==> src/rtl/mem_pkg.sv <==
// Shared encodings for the memory access unit: access sizes, FSM states, widths.
package mem_pkg;

  localparam int unsigned MEM_ADDR_W = 30;

  // Access size encodings on MemDataType; 2'b11 is reserved and always illegal.
  localparam logic [1:0] DT_BYTE = 2'b00;
  localparam logic [1:0] DT_HALF = 2'b01;
  localparam logic [1:0] DT_WORD = 2'b10;

  typedef enum logic [2:0] {
    IDLE,
    RD,
    WR,
    RMW_RD,
    RMW_WR,
    FIN
  } state_e;

  // A request is legal when it is a single operation of a defined size and naturally aligned.
  function automatic logic req_legal(input logic rd, input logic wr, input logic [1:0] dtype,
                                     input logic [1:0] addr_lo);
    logic ok;
    ok = !(rd && wr);
    if (dtype == 2'b11) ok = 1'b0;
    if (dtype == DT_HALF && addr_lo[0]) ok = 1'b0;
    if (dtype == DT_WORD && addr_lo != 2'b00) ok = 1'b0;
    return ok;
  endfunction

endpackage

==> src/rtl/lane_align.sv <==
// Little-endian lane extraction with sign extension, and sub-word store merge.
module lane_align
  import mem_pkg::*;
(
  input  logic [1:0]  dtype,
  input  logic [1:0]  lane,
  input  logic [31:0] rdata,
  input  logic [31:0] wdata,
  output logic [31:0] load_data,
  output logic [31:0] merged
);

  logic [7:0]  byte_sel;
  logic [15:0] half_sel;

  // Select the addressed byte/half and sign-extend it for loads.
  always_comb begin
    byte_sel  = rdata[{lane, 3'b000} +: 8];
    half_sel  = rdata[{lane[1], 4'b0000} +: 16];
    load_data = rdata;
    unique case (dtype)
      DT_BYTE: load_data = {{24{byte_sel[7]}}, byte_sel};
      DT_HALF: load_data = {{16{half_sel[15]}}, half_sel};
      default: load_data = rdata;
    endcase
  end

  // Replace only the addressed lane of the fetched word; word stores bypass the merge.
  always_comb begin
    merged = rdata;
    unique case (dtype)
      DT_BYTE: merged[{lane, 3'b000} +: 8] = wdata[7:0];
      DT_HALF: merged[{lane[1], 4'b0000} +: 16] = wdata[15:0];
      default: merged = wdata;
    endcase
  end

endmodule

==> src/rtl/mem_access_unit.sv <==
// Load/store unit bridging the pipeline to a word-wide memory with a req/ack handshake.
// Sub-word stores are done as read-modify-write of the containing word.
module mem_access_unit
  import mem_pkg::*;
(
  input  logic                  Clk,
  input  logic                  Rst,
  input  logic                  MemRead,
  input  logic                  MemWrite,
  input  logic [1:0]            MemDataType,
  input  logic [31:0]           Address,
  input  logic [31:0]           WriteData,
  output logic [31:0]           ReadData,
  output logic                  Stall,
  output logic                  Done,
  output logic                  AccessError,
  output logic                  mem_req,
  output logic                  mem_we,
  output logic [MEM_ADDR_W-1:0] mem_addr,
  output logic [31:0]           mem_wdata,
  input  logic [31:0]           mem_rdata,
  input  logic                  mem_ack
);

  state_e      state;
  logic [1:0]  dtype_q;
  logic [1:0]  lane_q;
  logic [31:0] wdata_q;
  logic [31:0] load_data;
  logic [31:0] merged;
  logic        req_any;
  logic        legal;

  lane_align u_lane_align (
    .dtype     (dtype_q),
    .lane      (lane_q),
    .rdata     (mem_rdata),
    .wdata     (wdata_q),
    .load_data (load_data),
    .merged    (merged)
  );

  // Request decode; error and stall must respond in the same IDLE cycle as the request.
  always_comb begin
    req_any     = MemRead || MemWrite;
    legal       = req_any && req_legal(MemRead, MemWrite, MemDataType, Address[1:0]);
    AccessError = (state == IDLE) && req_any && !legal;
    Stall       = ((state == IDLE) && legal) || mem_req;
  end

  // Controller FSM with registered handshake, completion and captured-operand outputs.
  always_ff @(posedge Clk or negedge Rst) begin
    if (!Rst) begin
      state     <= IDLE;
      mem_req   <= 1'b0;
      mem_we    <= 1'b0;
      Done      <= 1'b0;
      ReadData  <= '0;
      mem_addr  <= '0;
      mem_wdata <= '0;
      dtype_q   <= DT_BYTE;
      lane_q    <= 2'b00;
      wdata_q   <= '0;
    end else begin
      Done <= 1'b0;
      unique case (state)
        IDLE: begin
          if (legal) begin
            mem_addr <= Address[31:2];
            lane_q   <= Address[1:0];
            dtype_q  <= MemDataType;
            wdata_q  <= WriteData;
            mem_req  <= 1'b1;
            if (MemRead) begin
              state  <= RD;
              mem_we <= 1'b0;
            end else if (MemDataType == DT_WORD) begin
              state     <= WR;
              mem_we    <= 1'b1;
              mem_wdata <= WriteData;
            end else begin
              state  <= RMW_RD;
              mem_we <= 1'b0;
            end
          end
        end
        RD: begin
          if (mem_ack) begin
            ReadData <= load_data;
            mem_req  <= 1'b0;
            Done     <= 1'b1;
            state    <= FIN;
          end
        end
        RMW_RD: begin
          if (mem_ack) begin
            mem_wdata <= merged;
            mem_we    <= 1'b1;
            state     <= RMW_WR;
          end
        end
        WR, RMW_WR: begin
          if (mem_ack) begin
            mem_req <= 1'b0;
            mem_we  <= 1'b0;
            Done    <= 1'b1;
            state   <= FIN;
          end
        end
        FIN:     state <= IDLE;
        default: state <= IDLE;
      endcase
    end
  end

endmodule

==> config.mk <==
export PLATFORM = sky130hd
export DESIGN_NAME = mem_access_unit
export DESIGN_NICKNAME = d
export VERILOG_FILES = /design/src/rtl/mem_pkg.sv /design/src/rtl/lane_align.sv /design/src/rtl/mem_access_unit.sv
export SDC_FILE = /design/constraint.sdc
export NUM_CORES = 1
export LEC_CHECK = 0
export BUFFER_PORTS_ARGS = -buffer_cell sky130_fd_sc_hd__buf_2
export CAP_MARGIN = 20
export CORE_ASPECT_RATIO = 0.8
export CORE_MARGIN = 5
export CORE_UTILIZATION = 50
export CTS_CLUSTER_SIZE = 10
export DETAILED_ROUTE_END_ITERATION = 6
export PLACE_DENSITY = 0.85
export SLEW_MARGIN = 20
export SYNTH_ARGS = -nofsm -noshare
export SYNTH_HDL_FRONTEND = slang
export SYNTH_HIERARCHICAL = 1
export SYNTH_SLANG_ARGS = --single-unit
==> constraint.sdc <==
create_clock -name Clk -period 3.6 [get_ports Clk]
set_input_delay 0.18 -clock Clk [delete_from_list [all_inputs] [get_ports Clk]]
set_output_delay 0.18 -clock Clk [all_outputs]
set_load 0.03 [all_outputs]
==> impl_results.md, run 1 <==
* Final hold vios at 0
* Slew margin rel. at 31.3%
* RSZ-0062 raised after global routing: false
* Sw frac at around 45%
* Largest net degree at the start of global routing at slightly above 90
* Synth Warn # at 6
* Comb power frac at a little over half
* DR WL/cell at 21.7 um
* DR vias at 6,090
* CTS H-tree depth at 4
* Yosys reg bits at 136
* Max Fclk at 0.367 GHz
* Sequential power share at between 30% and 40%
* WP data required at 3.96 ns
* Gates resized, CTS repair at 0
* TritonCTS sink count at 136
* Number of synthesized flops with an enable pin at 0
* Starting Density at roughly half
* DRT Wirelength at 22.4 mm
* Final core occ at 65.9%
* Clock-pin slew on the worst setup and hold paths at 0.07 ns
* Slowest CP cell: dfrtp_1
* Chip Width at around 150 um
* Crit path largest cell delay at ~0.73 ns
* Worst setup EP type: flop
* Setup tns final at 0 ns
* Period utilisation layout at 75.7%
* CP arrival at 3.08 ns
* MaxCap Viol Count at 0
* Max-slew violation count at 0
* Cell Rows at 39
* Status: completed
* XOR/XNOR Fraction of Synth Area at 0.119%
* Post-synthesis mux area share at 30.1%
* Synth Area in Compound Gates at 12.1%
* Vias in the first global route at 6,191
* CTS tree: built
* DR iter-0 viols at 537
* Post-synth ARST share at between 90% and 100%
* Top FF cell, synth: dfrtp_1
* Max VDD drop at around 700 uV
* Core Area at 0.0143 mm2
* I/O pin cnt at between 200 and 250
* Clock power share at 17.1%
* Synth cell types at between 50 and 60
* ANT nets after route at 0
* R2R Setup Slk at ~0.87 ns
* CP most frequent cell: mux2_2
* Drt drc at 0
* Area growth, synth to finish at 28.2%
* Die area at 0.0173 mm2
* Syn avg cell area at 12.3 um2
* Commonest non-fill, non-tap cell in the layout: buf_2
* Hpwl dp at 15.7 mm
* Synth Area in Simple Gates at 6.09%
* Tmin final at between 2 and 3 ns
* Number of fillers in the final layout at 1,115
* Net Count, Synth at 709
* Leak at 4.39 nW
* Root Buffer: clkbuf_16
* Switching pwr at 0.00428 W
* First-pass GRT wire length at about 35 mm
* DR pass1 iterations at 6
* CTS Buf Count at 17
* Routability Congestion at ~0.92
* Share of layout cells above drive strength 1 at 50.2%
* Final Setup Violations at 0
* CP Max Fanout at 17
* Total Routing Usage GR at between 20% and 30%
* Synth Instances at 601
* Kind of start point of the critical path: flop
* Critical Path, Cell by Cell: inv_1 > ha_1 > nor4_1 > nand4_1 > o221ai_1 > mux2_2 > mux2_2
* Adder-cell share of the synthesized area at 0.984%
* Cell Int Power at 0.00529 W
* Clk_skew at 0.00996 ns
* Clk_lat worst skew at 0.42 ns
* I/O Buffers at 201
* Mapped cell area at 0.00737 mm2
* Largest family of logic cells by synthesized area: multiplexers
* Bufs on Longest Clock Path at 2
* Grt total ovfl at 0
* Actual slew at the worst max-slew pin at between 1 and 1.5 ns
* Initial antenna violation count at 2
* Via density per instance at 5.92
* Power density over the cells at 1010 mW/mm2
* Layout Nets at 939
* Tightest Hold Check Type: primary input to flop
* Register area share after synthesis at 46.2%
* Setup Crit Path Kind: flop to flop
* Most frequent cells in the layout: buf_2 (200), mux2_2 (147), dfrtp_1 (136)
* Chip height at around 120 um
-- worst max-delay path: cells and delay by family, from the launching register on --
kind	cells	cell delay (ns)
AOI/OAI and AO/OA	1	0.40
adders and majority gates	1	0.28
buffers and inverters	1	0.18
DFF	1	0.73
muxes	2	0.33
and+or+nand+nor	2	0.75
-- metrics by stage --
step	setup WS [ns]	total power (W)	cell area (um2)	std cells	hold slack, ns
floorplan	0.937	0.00648	7370	601	-0.116
detailed placement	0.934	0.00784	8450	951	0.324
finish	0.874	0.00956	9450	1029	0.0148
global placement	1.01	0.00771	8450	951	0.318
global route	0.712	0.0101	9450	1029	0.0175
CTS	0.868	0.00955	9450	1028	0.00338
-- path summary, 6_finish.rpt --
path	start	endpoint	cells past startpoint
max	lane_q[0]$_DFFE_PN0P_	mem_wdata[8]$_DFFE_PN0P_	7
min	WriteData[0]	wdata_q[0]$_DFFE_PN0P_	2
min in group asynchronous	Rst	mem_wdata[16]$_DFFE_PN0P_	2
max in group asynchronous	Rst	ReadData[11]$_DFFE_PN0P_	3
max reg2reg	lane_q[0]$_DFFE_PN0P_	mem_wdata[8]$_DFFE_PN0P_	7
min reg2reg	mem_addr[6]$_DFFE_PN0P_	mem_addr[6]$_DFFE_PN0P_	1
-- cell families after synthesis --
family | count (synthesis)
flops | 136
fa+ha+maj | 6
simple gates | 86
compound gates | 121
mux | 184
xor+xnor | 1
buf+inv | 67
-- power by group through the flow --
stage / clock, W / combinational [W] / sequential [W]
after CTS: 0.00166 / 0.00497 / 0.00293
after global routing: 0.00173 / 0.00530 / 0.00305
final: 0.00164 / 0.00498 / 0.00295
after detailed placement: 0 / 0.00491 / 0.00293
after floorplan: 0 / 0.00265 / 0.00383
after global placement: 0 / 0.00480 / 0.00290
-- layout make-up --
cell class              instances  area (um2)  share of cell area [%]
multi-input cells             398        3640                    38.6
clock inverters                14         114                    1.20
diodes                          1        2.50                  0.0265
repair buffers                256        1540                    16.3
well taps                     184         230                    2.44
flip-flops and latches        136        3400                    36.0
inverters                      22        82.6                   0.873
clock buffers                  18         439                    4.65
-- flip-flops by register name, summed over array words and instances (netlist names) --
register / count
Done: 1
mem_addr: 30
mem_we: 1
mem_wdata: 32
lane_q: 2
ReadData: 32
dtype_q: 2
mem_req: 1
wdata_q: 32
state: 3
-- layer usage --
| layer | wire (um) | vias up | track usage (%) |
|---|---|---|---|
| met4 | 384 | 2 | 7.23 |
| met3 | 2790 | 36 | 9.87 |
| li1 | - | 2691 | - |
| met5 | 13 | - | 0 |
| met1 | 9080 | 2995 | 35.6 |
| met2 | 10100 | 366 | 38.5 |
-- Yosys cell counts (all sizes together), types with 5 or more instances --
cell / instances / area share, %
nand2b: 5 / 0.53
nor2: 15 / 0.76
clkbuf: 16 / 0.81
mux2: 165 / 26
o22ai: 8 / 0.68
ha: 5 / 0.85
a21oi: 12 / 0.81
nor2b: 17 / 1.5
inv: 21 / 1.1
mux4: 8 / 2.4
o221ai: 16 / 1.9
mux2i: 11 / 1.5
a22o: 7 / 0.83
a221oi: 8 / 0.95
a311o: 8 / 1.1
a41oi: 8 / 0.95
buf: 29 / 2.5
o2bb2ai: 8 / 0.95
a2bb2oi: 7 / 0.83
o21ai: 29 / 2.0
dfrtp: 136 / 46
nand2: 34 / 1.7
-- what timing repair did --
| action | CTS | global route |
|---|---|---|
| hold buffers | 45 | 0 |
| endpoints found under the hold margin | 134 | 0 |
| setup buffers | 0 | 0 |
| endpoints found under the setup margin | 0 | 0 |
Power figures use the tool's default switching activity.
==> run 2, diff against run 1 <==
Settings changed: CORE_UTILIZATION 50 to 48.
Clock period 3.6 ns to 2.2 ns, I/O delays scaled along.
==> run 2 against run 1 <==
  * Clock power up 90%
  * Sequential power rose by 63%
  * Cell count up 6.1%
  * Clock skew shrank 0.0035 ns
==> impl_results.md, run 2 (synthesis gave the netlist of run 1 again) <==
* Grt total ovfl at 0
* Actual slew at the worst max-slew pin at 0.684 ns
* Hpwl dp at between 15 and 20 mm
* Clk_lat worst skew at 0.42 ns
* Area growth, synth to finish at 36.3%
* Post-DP Area at 0.00870 mm2
* Max Fclk at about 0.47 GHz
* Commonest non-fill, non-tap cell in the layout: buf_2
* Drt drc at 0
* Final Setup Violations at 0
* DR WL/cell at 21.4 um
* Kind of start point of the critical path: flop
* First-pass GRT wire length at around 37 mm
* Met3 usage at 9.85%
* Initial antenna violation count at 0
* R2R Setup Slk at 0.07 ns
* Cell Rows at 40
* Grt peak-use layer: met2
* Reg2reg start: lane_q[0]$_DFFE_PN0P_
* DP Cell Count at 992
* Via density per instance at 5.71
* MaxCap Viol Count at 0
* Leak at ~4.6 nW
* Total Routing Usage GR at 26.6%
* CP arrival at around 2.4 ns
* CP Max Fanout at 16
* DR iter-0 viols at 507
* Worst R2R End: mem_wdata[31]$_DFFE_PN0P_
* Final core occ at around 67%
* Worst setup EP type: flop
* Min-delay src: Address[0]
* Tmin final at 2.13 ns
* DRT Wirelength at 23.4 mm
* Chip Width at 149 um
* Routability Congestion at 0.941
* ANT nets after route at 0
* Setup Crit Path Kind: flop to flop
* Biggest regs: ReadData (32), mem_wdata (32), wdata_q (32)
* Fin cells at ~1,100
* Core Area at 0.0151 mm2
* Global Route met2 Usage at 41.2%
* Power, Total at 0.0165 W
* Clock-pin slew on the worst setup and hold paths at 0.06 ns
* Worst setup margin at 0.0672 ns
* Finished Cell Area at 0.0100 mm2
* Slew margin rel. at 54.1%
* CTS Buf Count at 17
* Hold Path End: lane_q[0]$_DFFE_PN0P_
* Final hold vios at 0
* Bufs on Longest Clock Path at 2
* Tightest Hold Check Type: primary input to flop
* Number of fillers in the final layout at between 1,000 and 1,500
* GR Util met1 at between 30% and 40%
* Layout Nets at 977
* Max-slew violation count at 0
* Starting Density at 48.9%
* Vias in the first global route at 6,600
* Period utilisation layout at 96.9%
* Root Buffer: clkbuf_16
* Most frequent cells in the layout: buf_2 (200), mux2_2 (147), dfrtp_1 (134)
* Power density over the cells at 1640 mW/mm2
* RSZ-0062 raised after global routing: true
* Pre-CTS setup slack at 0.0895 ns
* Clk_skew at 0.00650 ns
* Largest net degree at the start of global routing at 90
* Worst r2r path cells at 7
* DR pass1 iterations at 5
* Hold Crit Depth at 2
* # diodes at 0
* I/O Buffers at about 200
* CTS tree: built
* Share of layout cells above drive strength 1 at 51.0%
* WP data required at about 2.5 ns
* Status: completed
* I/O pin cnt at approximately 200
* Chip height at ~120 um
* Max VDD drop at 1240 uV
* TritonCTS sink count at around 140
* DR vias at 6,235
* Die area at 0.0180 mm2
* CTS H-tree depth at 4
run 2: where the power goes:
| group | switching (W) | internal (W) |
|---|---|---|
| clock | 0.00109 | 0.00202 |
| sequential | 0.00102 | 0.00379 |
| combinational | 0.00496 | 0.00365 |
run 2: per-layer routing:
layer,routed length (um),up-vias
met5,0,-
met4,371,0
met3,2660,39
met2,10600,342
met1,9670,3085
li1,-,2769
run 2: critical path, cell delays in order, from the launching register on:
cell and delay (ns):
dfrtp_1 0.35, buf_4 0.24, ha_1 0.21, mux2i_1 0.20
a221oi_2 0.38, o2bb2ai_1 0.11, mux2_2 0.27, mux2_2 0.26
run 2: cell type report:
class / count / area [um2] / share of cell area (%)
Clock buffer: 22 / 484 / 4.82
Clock inverter: 10 / 165 / 1.64
Inverter: 22 / 85.1 / 0.847
Multi-Input combinational cell: 398 / 3700 / 36.8
Sequential cell: 136 / 3410 / 33.9
Tap cell: 210 / 263 / 2.61
Timing Repair Buffer: 294 / 1940 / 19.3
run 2: through the flow:
stage                     hold slack [ns]  TNS, ns
final                              0.0587        0
after global routing               0.0361   -0.102
after CTS                        0.000710        0
after detailed placement          -0.0664        0
after global placement            -0.0680        0
after floorplan                    -0.186    -1.04
run 2: how the worst max path moves through the flow:
stage | from | endpoint | slack [ns] | depth (start not counted)
2_1_floorplan | lane_q[1]$_DFFE_PN0P_ | mem_wdata[6]$_DFFE_PN0P_ | -0.08 | 10
3_3_place_gp | lane_q[1]$_DFFE_PN0P_ | mem_wdata[6]$_DFFE_PN0P_ | 0.12 | 7
3_5_place_dp | lane_q[1]$_DFFE_PN0P_ | mem_wdata[6]$_DFFE_PN0P_ | 0.09 | 7
4_1_cts | state[0]$_DFFE_PN0P_ | Stall | 0.006 | 5
5_1_grt | lane_q[0]$_DFFE_PN0P_ | mem_wdata[31]$_DFFE_PN0P_ | -0.05 | 7
6_report | lane_q[0]$_DFFE_PN0P_ | mem_wdata[31]$_DFFE_PN0P_ | 0.07 | 7
run 2: repair_timing:
action | CTS | global route
buffers inserted | 0 | 1
resized for setup | 0 | 6
hold buffers | 66 | 1
endpoints found under the setup margin | 0 | 13
hold endpoints to repair | 201 | 1
==> run 3, diff against run 2 <==
Settings changed: ABC_AREA set to 1, CORE_UTILIZATION 48 to 49, PLACE_DENSITY 0.85 to 0.86.
==> run 3 against run 2 <==
  * First-iteration DRC count up 57%
  * Non-clock buffer count down 1
  * Clock skew up 0.0043 ns
  * Cell area up 2.5%
  * Hold slack worse by 0.028 ns
  * Via count up 32%
  * Flip-flop and latch count unchanged
  * Synthesized area up 7.4%
  * Synthesized cell count up 84%
  * Maximum frequency up 1.7%
  * Power down 2.6%
  * Critical path type is now primary input to primary output
==> impl_results.md, run 3 <==
* Max Fclk at around 0.48 GHz
* Yosys reg bits at 136
* Buf/Inv on CP at 5
* Biggest regs: ReadData (32), mem_wdata (32), wdata_q (32)
* I/O pin cnt at between 200 and 250
* ANT nets after route at 0
* Post-CTS setup buffers at 0
* Final core occ at between 60% and 70%
* Synth Instances at about 1,100
* Max VDD drop at ~1000 uV
* Area growth, synth to finish at 30.1%
* DRT Wirelength at 26.3 mm
* Critical Path, Cell by Cell: dlygate4sd3_1 > buf_2 > nor2_1 > nor2_1 > nand3_2 > nor2_4 > inv_2 > buf_4 > nand2_1 > buf_2
* Layout Nets at 1,470
* Clk_lat worst skew at 0.43 ns
* R2R Setup Slk at 0.24 ns
* Clk_skew at ~0.011 ns
* Via density per instance at 5.16
* # diodes at 0
* Status: completed
* CP Max Fanout at 31
* Finished Cell Area at 0.0103 mm2
* Die area at 0.0188 mm2
* Tightest Hold Check Type: primary input to flop
* DR pass1 iterations at 5
* Chip height at 124 um
* Synth top area share at a little over two fifths
* RSZ-0062 raised after global routing: false
* Top delay family on crit path: buffers and inverters
* Power density over the cells at 1560 mW/mm2
* WP data required at between 2 and 2.5 ns
* Commonest non-fill, non-tap cell in the layout: nand2_1
* Mapped cell area at 0.00792 mm2
* Vias in the first global route at 8,060
* CTS H-tree depth at 4
* Setup Crit Path Kind: primary input to primary output
* Slowest CP cell: dlygate4sd3_1
* Crit path largest cell delay at 0.54 ns
* Syn avg cell area at 7.14 um2
* Bufs on Longest Clock Path at 2
* MaxCap Viol Count at 0
* Final Setup Violations at 0
* DR vias at about 8,200
* Share of layout cells above drive strength 1 at between 20 and 25%
* Synth area leader: dfrtp_1
* I/O Buffers at ~200
* Slew margin rel. at 63.2%
* Hpwl dp at roughly 18 mm
* Most frequent cell after synthesis: nand2_1
* Cell Rows at 41
* Tmin final at 2.10 ns
* Core Area at 0.0158 mm2
* Synth cell types at 30
* Starting Density at 50.1%
* CTS Buf Count at 17
* Leak at 5.75 nW
* CP arrival at 1.99 ns
* Power, Total at 0.0161 W
* Synth cell count leaders: nand2_1 (521), dfrtp_1 (136), nand3_1 (112)
* Synth Warn # at 6
* Period utilisation layout at 95.3%
* Max-slew violation count at 0
* Drt drc at 0
* Root Buffer: clkbuf_16
* Worst setup EP type: primary output
* Actual slew at the worst max-slew pin at 0.552 ns
* Top FF cell, synth: dfrtp_1
* Routability Congestion at 0.993
* Total Routing Usage GR at 28.6%
* Net Count, Synth at 1,216
* Number of fillers in the final layout at 1,383
* Grt total ovfl at 0
* Register area share after synthesis at 43.0%
* Chip Width at 152 um
* Largest net degree at the start of global routing at 73
* TritonCTS sink count at 136
* Number of synthesized flops with an enable pin at 0
* Clock-pin slew on the worst setup and hold paths at around 0.06 ns
* Post-synth ARST share at 100%
* Post-DP Area at between 0.009 and 0.01 mm2
* Initial antenna violation count at 0
* Most frequent cells in the layout: nand2_1 (521), buf_2 (200), dfrtp_1 (136)
* Kind of start point of the critical path: primary input
* DR iter-0 viols at a little under 800
* Synth area leaders: dfrtp_1 (43%), nand2_1 (25%), nand3_1 (7.1%)
* Setup tns final at 0 ns
* DR WL/cell at 16.5 um
* Final hold vios at 0
* First-pass GRT wire length at 42.8 mm
* CTS tree: built
## run 3: layout make-up
| cell class | instances | area [um2] | area share, % |
|---|---|---|---|
| clock inverter | 11 | 149 | 1.45 |
| timing repair buffer | 293 | 1910 | 18.5 |
| clock buffer | 20 | 447 | 4.34 |
| sequential | 136 | 3400 | 33.0 |
| multi-input combinational | 821 | 3770 | 36.6 |
| tap | 215 | 269 | 2.61 |
| inverter | 93 | 352 | 3.41 |
## run 3: cells by family (layout without fill, tap and decap cells)
logic type	count (synthesis)	count (layout)	share of synthesized area [%]
mux	32	32	4.55
flops	136	136	43.0
compound gates	73	73	5.20
fa+ha+maj	5	5	0.790
simple gates	711	711	37.1
buf+inv	151	417	9.40
## run 3: what timing repair did
item	4_1_cts	5_1_grt
hold endpoints to repair	115	0
hold buffers	67	0
resized for setup	0	1
endpoints found under the setup margin	0	1
## run 3: worst paths after layout
| path | from | to | depth (start not counted) |
|---|---|---|---|
| setup / recovery | MemRead | Stall | 10 |
| hold / removal | Address[0] | lane_q[0]$_DFFE_PN0P_ | 3 |
| setup reg to reg | lane_q[0]$_DFFE_PN0P_ | mem_wdata[11]$_DFFE_PN0P_ | 12 |
| hold reg to reg | mem_wdata[16]$_DFFE_PN0P_ | mem_wdata[16]$_DFFE_PN0P_ | 2 |
| max in group asynchronous | Rst | ReadData[17]$_DFFE_PN0P_ | 3 |
| min in group asynchronous | Rst | ReadData[1]$_DFFE_PN0P_ | 2 |
## run 3: worst min-delay path, stage by stage
cell	delay, ns
buf_2	0.09
inv_1	0.07
o21ai_0	0.15
## run 3: per-layer routing
layer	up-vias	GRT usage [%]	routed length, um
met5	-	0	0
met4	0	10.3	716
met3	52	7.99	2590
met2	413	45.1	11900
met1	3788	38.1	11100
li1	3950	-	-
## run 3: power breakdown
part / internal (W) / total [W] / switching [W]
combinational: 0.00270 / 0.00863 / 0.00593
clock: 0.00181 / 0.00293 / 0.00112
sequential: 0.00371 / 0.00453 / 0.000822
## run 3: per-stage QoR
stage | hold WS (ns) | worst slack, ns | cells
global placement | 0.0969 | 0.234 | 1491
global route | 0.0411 | 0.00789 | 1589
floorplan | -0.186 | 0.139 | 1108
detailed placement | 0.0973 | 0.293 | 1491
CTS | 0.0100 | 0.190 | 1589
finish | 0.0303 | 0.103 | 1589
